File: src/rtl/disp_pkg.sv
// Shared constants and the hex-to-seven-segment decode used by the display multiplexer.
// Segment vectors are ordered {g,f,e,d,c,b,a} and are active-low.
package disp_pkg;

    localparam logic [6:0] SEG7_0 = 7'b1000000;
    localparam logic [6:0] SEG7_1 = 7'b1111001;
    localparam logic [6:0] SEG7_2 = 7'b0100100;
    localparam logic [6:0] SEG7_3 = 7'b0110000;
    localparam logic [6:0] SEG7_4 = 7'b0011001;
    localparam logic [6:0] SEG7_5 = 7'b0010010;
    localparam logic [6:0] SEG7_6 = 7'b0000010;
    localparam logic [6:0] SEG7_7 = 7'b1111000;
    localparam logic [6:0] SEG7_8 = 7'b0000000;
    localparam logic [6:0] SEG7_9 = 7'b0010000;
    localparam logic [6:0] SEG7_A = 7'b0001000;
    localparam logic [6:0] SEG7_B = 7'b0000011;
    localparam logic [6:0] SEG7_C = 7'b1000110;
    localparam logic [6:0] SEG7_D = 7'b0100001;
    localparam logic [6:0] SEG7_E = 7'b0000110;
    localparam logic [6:0] SEG7_F = 7'b0001110;

    localparam logic [6:0] SEG_OFF = 7'h7F;
    localparam logic [3:0] AN_OFF  = 4'hF;

    function automatic logic [6:0] seg7_decode(input logic [3:0] hex);
        logic [6:0] seg;
        case (hex)
            4'h0:    seg = SEG7_0;
            4'h1:    seg = SEG7_1;
            4'h2:    seg = SEG7_2;
            4'h3:    seg = SEG7_3;
            4'h4:    seg = SEG7_4;
            4'h5:    seg = SEG7_5;
            4'h6:    seg = SEG7_6;
            4'h7:    seg = SEG7_7;
            4'h8:    seg = SEG7_8;
            4'h9:    seg = SEG7_9;
            4'hA:    seg = SEG7_A;
            4'hB:    seg = SEG7_B;
            4'hC:    seg = SEG7_C;
            4'hD:    seg = SEG7_D;
            4'hE:    seg = SEG7_E;
            default: seg = SEG7_F;
        endcase
        return seg;
    endfunction

endpackage

File: src/rtl/hex_to_seg7.sv
// Combinational hex digit to active-low seven-segment pattern.
module hex_to_seg7
    import disp_pkg::*;
(
    input  logic [3:0] hex,
    output logic [6:0] seg_n
);

    assign seg_n = seg7_decode(hex);

endmodule

File: src/rtl/seg7_disp_mux.sv
// Four-digit common-anode display multiplexer with frame-boundary digit capture
// and an anode-off guard interval at the start of every digit slot.
module seg7_disp_mux
    import disp_pkg::*;
#(
    parameter int REFRESH_DIV = 50000,
    parameter int GUARD_CYC   = 2
) (
    input  logic       clk,
    input  logic       reset,
    input  logic       enable,
    input  logic [3:0] dig_0,
    input  logic [3:0] dig_1,
    input  logic [3:0] dig_2,
    input  logic [3:0] dig_3,
    input  logic [3:0] blank,
    input  logic [3:0] dp,
    output logic [3:0] an_n,
    output logic [6:0] seg_n,
    output logic       dp_n,
    output logic       frame_done
);

    localparam int               CNT_W     = $clog2(REFRESH_DIV);
    localparam logic [CNT_W-1:0] CNT_MAX   = CNT_W'(REFRESH_DIV - 1);
    localparam logic [CNT_W-1:0] GUARD_LIM = CNT_W'(GUARD_CYC);

    logic [CNT_W-1:0] cnt;
    logic [1:0]       sel;
    logic [3:0][3:0]  shadow_dig;
    logic [3:0]       shadow_blank;
    logic [3:0]       shadow_dp;
    logic             load_pend;

    logic             tick;
    logic             load_now;
    logic             anode_on;
    logic [3:0]       cur_dig;
    logic [6:0]       dec_seg;

    assign tick     = enable && (cnt == CNT_MAX);
    assign load_now = enable && (load_pend || (tick && (sel == 2'd3)));
    assign cur_dig  = shadow_dig[sel];
    assign anode_on = enable && (cnt >= GUARD_LIM) && !shadow_blank[sel];

    hex_to_seg7 u_decode (
        .hex   (cur_dig),
        .seg_n (dec_seg)
    );

    // Prescaler, slot select and snapshot; all frozen while enable is low.
    always_ff @(posedge clk) begin
        if (reset) begin
            cnt          <= '0;
            sel          <= 2'd0;
            shadow_dig   <= '0;
            shadow_blank <= 4'hF;
            shadow_dp    <= 4'h0;
            load_pend    <= 1'b1;
        end else if (enable) begin
            if (tick) begin
                cnt <= '0;
                sel <= sel + 2'd1;
            end else begin
                cnt <= cnt + 1'b1;
            end
            if (load_now) begin
                shadow_dig   <= {dig_3, dig_2, dig_1, dig_0};
                shadow_blank <= blank;
                shadow_dp    <= dp;
                load_pend    <= 1'b0;
            end
        end
    end

    // Registered output stage: reflects the slot state held during the previous cycle.
    always_ff @(posedge clk) begin
        if (reset) begin
            an_n       <= AN_OFF;
            seg_n      <= SEG_OFF;
            dp_n       <= 1'b1;
            frame_done <= 1'b0;
        end else begin
            an_n       <= anode_on ? ~(4'b0001 << sel) : AN_OFF;
            seg_n      <= dec_seg;
            dp_n       <= anode_on ? ~shadow_dp[sel] : 1'b1;
            frame_done <= tick && (sel == 2'd3);
        end
    end

endmodule

File: config.mk
export PLATFORM = sky130hd
export DESIGN_NAME = seg7_disp_mux
export DESIGN_NICKNAME = d
export VERILOG_FILES = /design/src/rtl/disp_pkg.sv /design/src/rtl/hex_to_seg7.sv /design/src/rtl/seg7_disp_mux.sv
export SDC_FILE = /design/constraint.sdc
export NUM_CORES = 1
export LEC_CHECK = 0
export ABC_CLOCK_PERIOD_IN_PS = 2400
export BUFFER_PORTS_ARGS = -buffer_cell sky130_fd_sc_hd__buf_2
export CORE_MARGIN = 10
export CORE_UTILIZATION = 25
export DETAILED_ROUTE_END_ITERATION = 10
export GPL_TIMING_DRIVEN = 0
export HOLD_SLACK_MARGIN = 0.1
export PLACE_DENSITY = 0.42
export SYNTH_ARGS = -nofsm -noshare
export SYNTH_HDL_FRONTEND = slang
export SYNTH_SLANG_ARGS = --single-unit
File: constraint.sdc
create_clock -name clk -period 2.4 [get_ports clk]
set_clock_uncertainty 0.1 [all_clocks]
set_input_delay 0.48 -clock clk [delete_from_list [all_inputs] [get_ports clk]]
set_output_delay 0.48 -clock clk [all_outputs]
set_load 0.1 [all_outputs]
==> run metrics <==
Synth top cells by count 57 x nand2_1, 56 x dfxtp_1, 26 x mux2i_1; GP Congestion 0.776; synth top area cells dfxtp_1 42%, mux2i_1 9.7%, nand2_1 8.0%, ha_1 5.6%, mux4_2 5.1%; Crit path required time 2.50 ns; Cell variety after synth 44; fin area 3140 sq um; Post-synth top flop dfxtp_1; class of the tightest hold or removal check in -> reg; drt first pass iters 6; CTS tree done; critical path endpoint seg_n[0]; Async S/R FF share, synth 0%; crit-path max FO 10; Post-Syn Area per Cell 9.43 sq um; simple-gate share of the synthesized area a little over a fifth; total die area 15,200 sq um; nets 368; met2 wire length 2710 microns; Total Routing Usage GR between 8 and 9%; flop2flop setup slack 0.18 ns; per-cell routed wire length approximately 14 microns; P per Cell Area 582 nW/um^2; Buf+Inv Stages, Crit Path 2; largest family of logic cells by synthesized area simple AND/OR/NAND/NOR gates; CTS buffer count 5; final worst path period need around 2.2 ns; placed cells roughly 460; WHS 0.270 ns; final setup fails 0; non-filler cells, final 466; number of H-tree levels 2; Max Slew Vio Count 0; initial cell density of the core 25.7%; vias in the first global route 2,168; post-synthesis adder-cell area fraction ~5.6%; Fin. Hold Viols 0; total setup buffers inserted after CTS 0; Post-DP HPWL 4750 microns; first-pass GRT wire length 10,800 microns; leakage about 1.2 nW; worst slew pin tran ~0.57 ns; Clk pin slew, worst setup/hold paths 0.12 ns; io pins 40; Setup CP Type reg -> reg; # rows 37; kind of start point of the critical path register; clk_lat worst skew 0.33 ns; PnR Total Power around 0.0018 W; RSZ-0062 raised after global routing no; top cell type's share of synthesized area 42.0%; Post-synth EDFFs 0; core area 10,400 sq um; reg-to-reg startpoint sel[0]; register area share after synthesis 42.0%; initial antenna violation count 0; Critical Path AT 2.32 ns; cell depth of the worst flop-to-flop path 6; post-synth top area cell dfxtp_1; Antenna Diode Count 0; Top delay family on crit path multiplexers; M1 WL 3210 microns; Yosys warning total 0; Compound-Gate Fraction of Synth Area 7.50%; syn_nets around 320; number of cells produced by synthesis around 280; Root Buffer clkbuf_8; slew margin rel. 62.2%; reg2reg end seg_n[0]; VDD IR max 255 uV; CTS resizes 0; CTS Buffer Depth 2; Max Cap Violations 0; mux contribution to synthesized area roughly 16%; Chip Height 123 microns; placed standard-cell area 3040 sq um; Mapped Area 2670 sq um; Antenna Nets Post-Route 0; timing startpoint of the critical path sel[0]; Vias 2,086; top sig layer met4; largest net degree at the start of global routing 20; 1st-iter DRT viols 33; clk sinks 56; Seq cells post-synth 56; ratio of cells with drive above 1 in the final layout between 20% and 30%; worst-path cell chain clkbuf_4 -> mux4_2 -> clkbuf_1 -> or2_1 -> a21oi_1 -> o21ai_1; Setup TNS 0 ns; Layout area overhead 17.6%; met3 wire len ~300 microns; count leader, synth nand2_1; Port-buffer cells 39; Worst path slowest cell mux4_2; Fmax 450 MHz; Crit. path cell count 6; residual DRC count 0; CP Capture Type register; die span in x 123 microns; Overflow after GRT 0; Post-CTS Hold Fix Bufs 0; period utilisation layout ~93%; XOR/XNOR share of the synthesized area 3.61%; DR vias/cell 4.48; final wirelength ~6300 microns; run status finished, final reports clean; slowest cell delay on critical path a little under 0.6 ns
==> kinds of logic after synthesis <==
group,Yosys count
simple gates,119
flops,56
mux,34
compound gates,28
buf+inv,23
fa+ha+maj,12
xor+xnor,11
==> worst register-to-register path, cell delays in order (launching register included) <==
cell	delay [ns]
dfxtp_1	0.38
clkbuf_4	0.25
mux4_2	0.59
clkbuf_1	0.26
or2_1	0.32
a21oi_1	0.14
o21ai_1	0.06
==> worst min-delay path by stage <==
stage,start,endpoint,slack (ns),depth (start not counted)
finish,dig_3[3],shadow_dig[15],0.27,3
floorplan,shadow_dig[11],shadow_dig[11],0.33,2
global placement,shadow_dig[1],shadow_dig[1],0.34,2
global route,dig_2[3],shadow_dig[11],0.26,3
CTS,dig_3[3],shadow_dig[15],0.26,3
detailed placement,shadow_dig[6],shadow_dig[6],0.35,2
==> sequential cells by signal (all words and copies together), names as in the netlist <==
signal and cells:
shadow_blank 4, an_n 4, shadow_dig 16, load_pend 1, shadow_dp 4, dp_n 1
sel 2, cnt 16, frame_done 1, seg_n 7
==> final cells by class <==
class | count | area, sq um
sequential | 56 | 1120
tap | 136 | 170
buffer | 15 | 86.3
clock inverter | 3 | 27.5
inverter | 8 | 30.0
clock buffer | 5 | 68.8
fill | 1135 | 7230
multi-input combinational | 204 | 1440
timing repair buffer | 39 | 195
==> through the flow <==
step	utilization, %	setup slack, ns
4_1_cts	30.2	0.00428
6_report	30.3	0.178
3_3_place_gp	29.3	0.0182
3_5_place_dp	29.3	0.0147
5_1_grt	30.3	0.00309
2_1_floorplan	-	0.279
==> layer usage <==
layer | vias up | global-route usage, %
met1 | 970 | 11.9
met2 | 38 | 13.2
li1 | 1070 | -
met3 | 8 | 2.19
met4 | 0 | 3.28
met5 | - | 0
==> cell usage in the layout (no fill, tap or decap), types with 3 or more instances in the layout <==
master    synthesis  final
nand4_1           5      5
clkbuf_1         10     10
xnor2_1           4      4
and4_1            3      3
nor3_1            5      5
o211ai_1          3      3
buf_6             3      3
mux4_2            6      6
nand2_1          57     57
mux2i_1          26     26
buf_2             2     39
xor2_1            7      7
or4_1             3      3
o21ai_0           5      5
a21oi_1           7      7
nand3_1          11     11
ha_1             12     11
dfxtp_1          56     55
inv_1             7      7
clkbuf_8          0      5
nor2_1           20     20
==> report_power, final <==
group	leakage, nW	internal [W]	switching [W]	total [W]
combinational	0.743	0.0000911	0.000188	0.000279
clock	0.0463	0.000215	0.000342	0.000558
sequential	0.459	0.000971	0.0000212	0.000992
total	1.25	0.00128	0.000551	0.00183
Note: power is estimated with default switching activity, not from simulation.
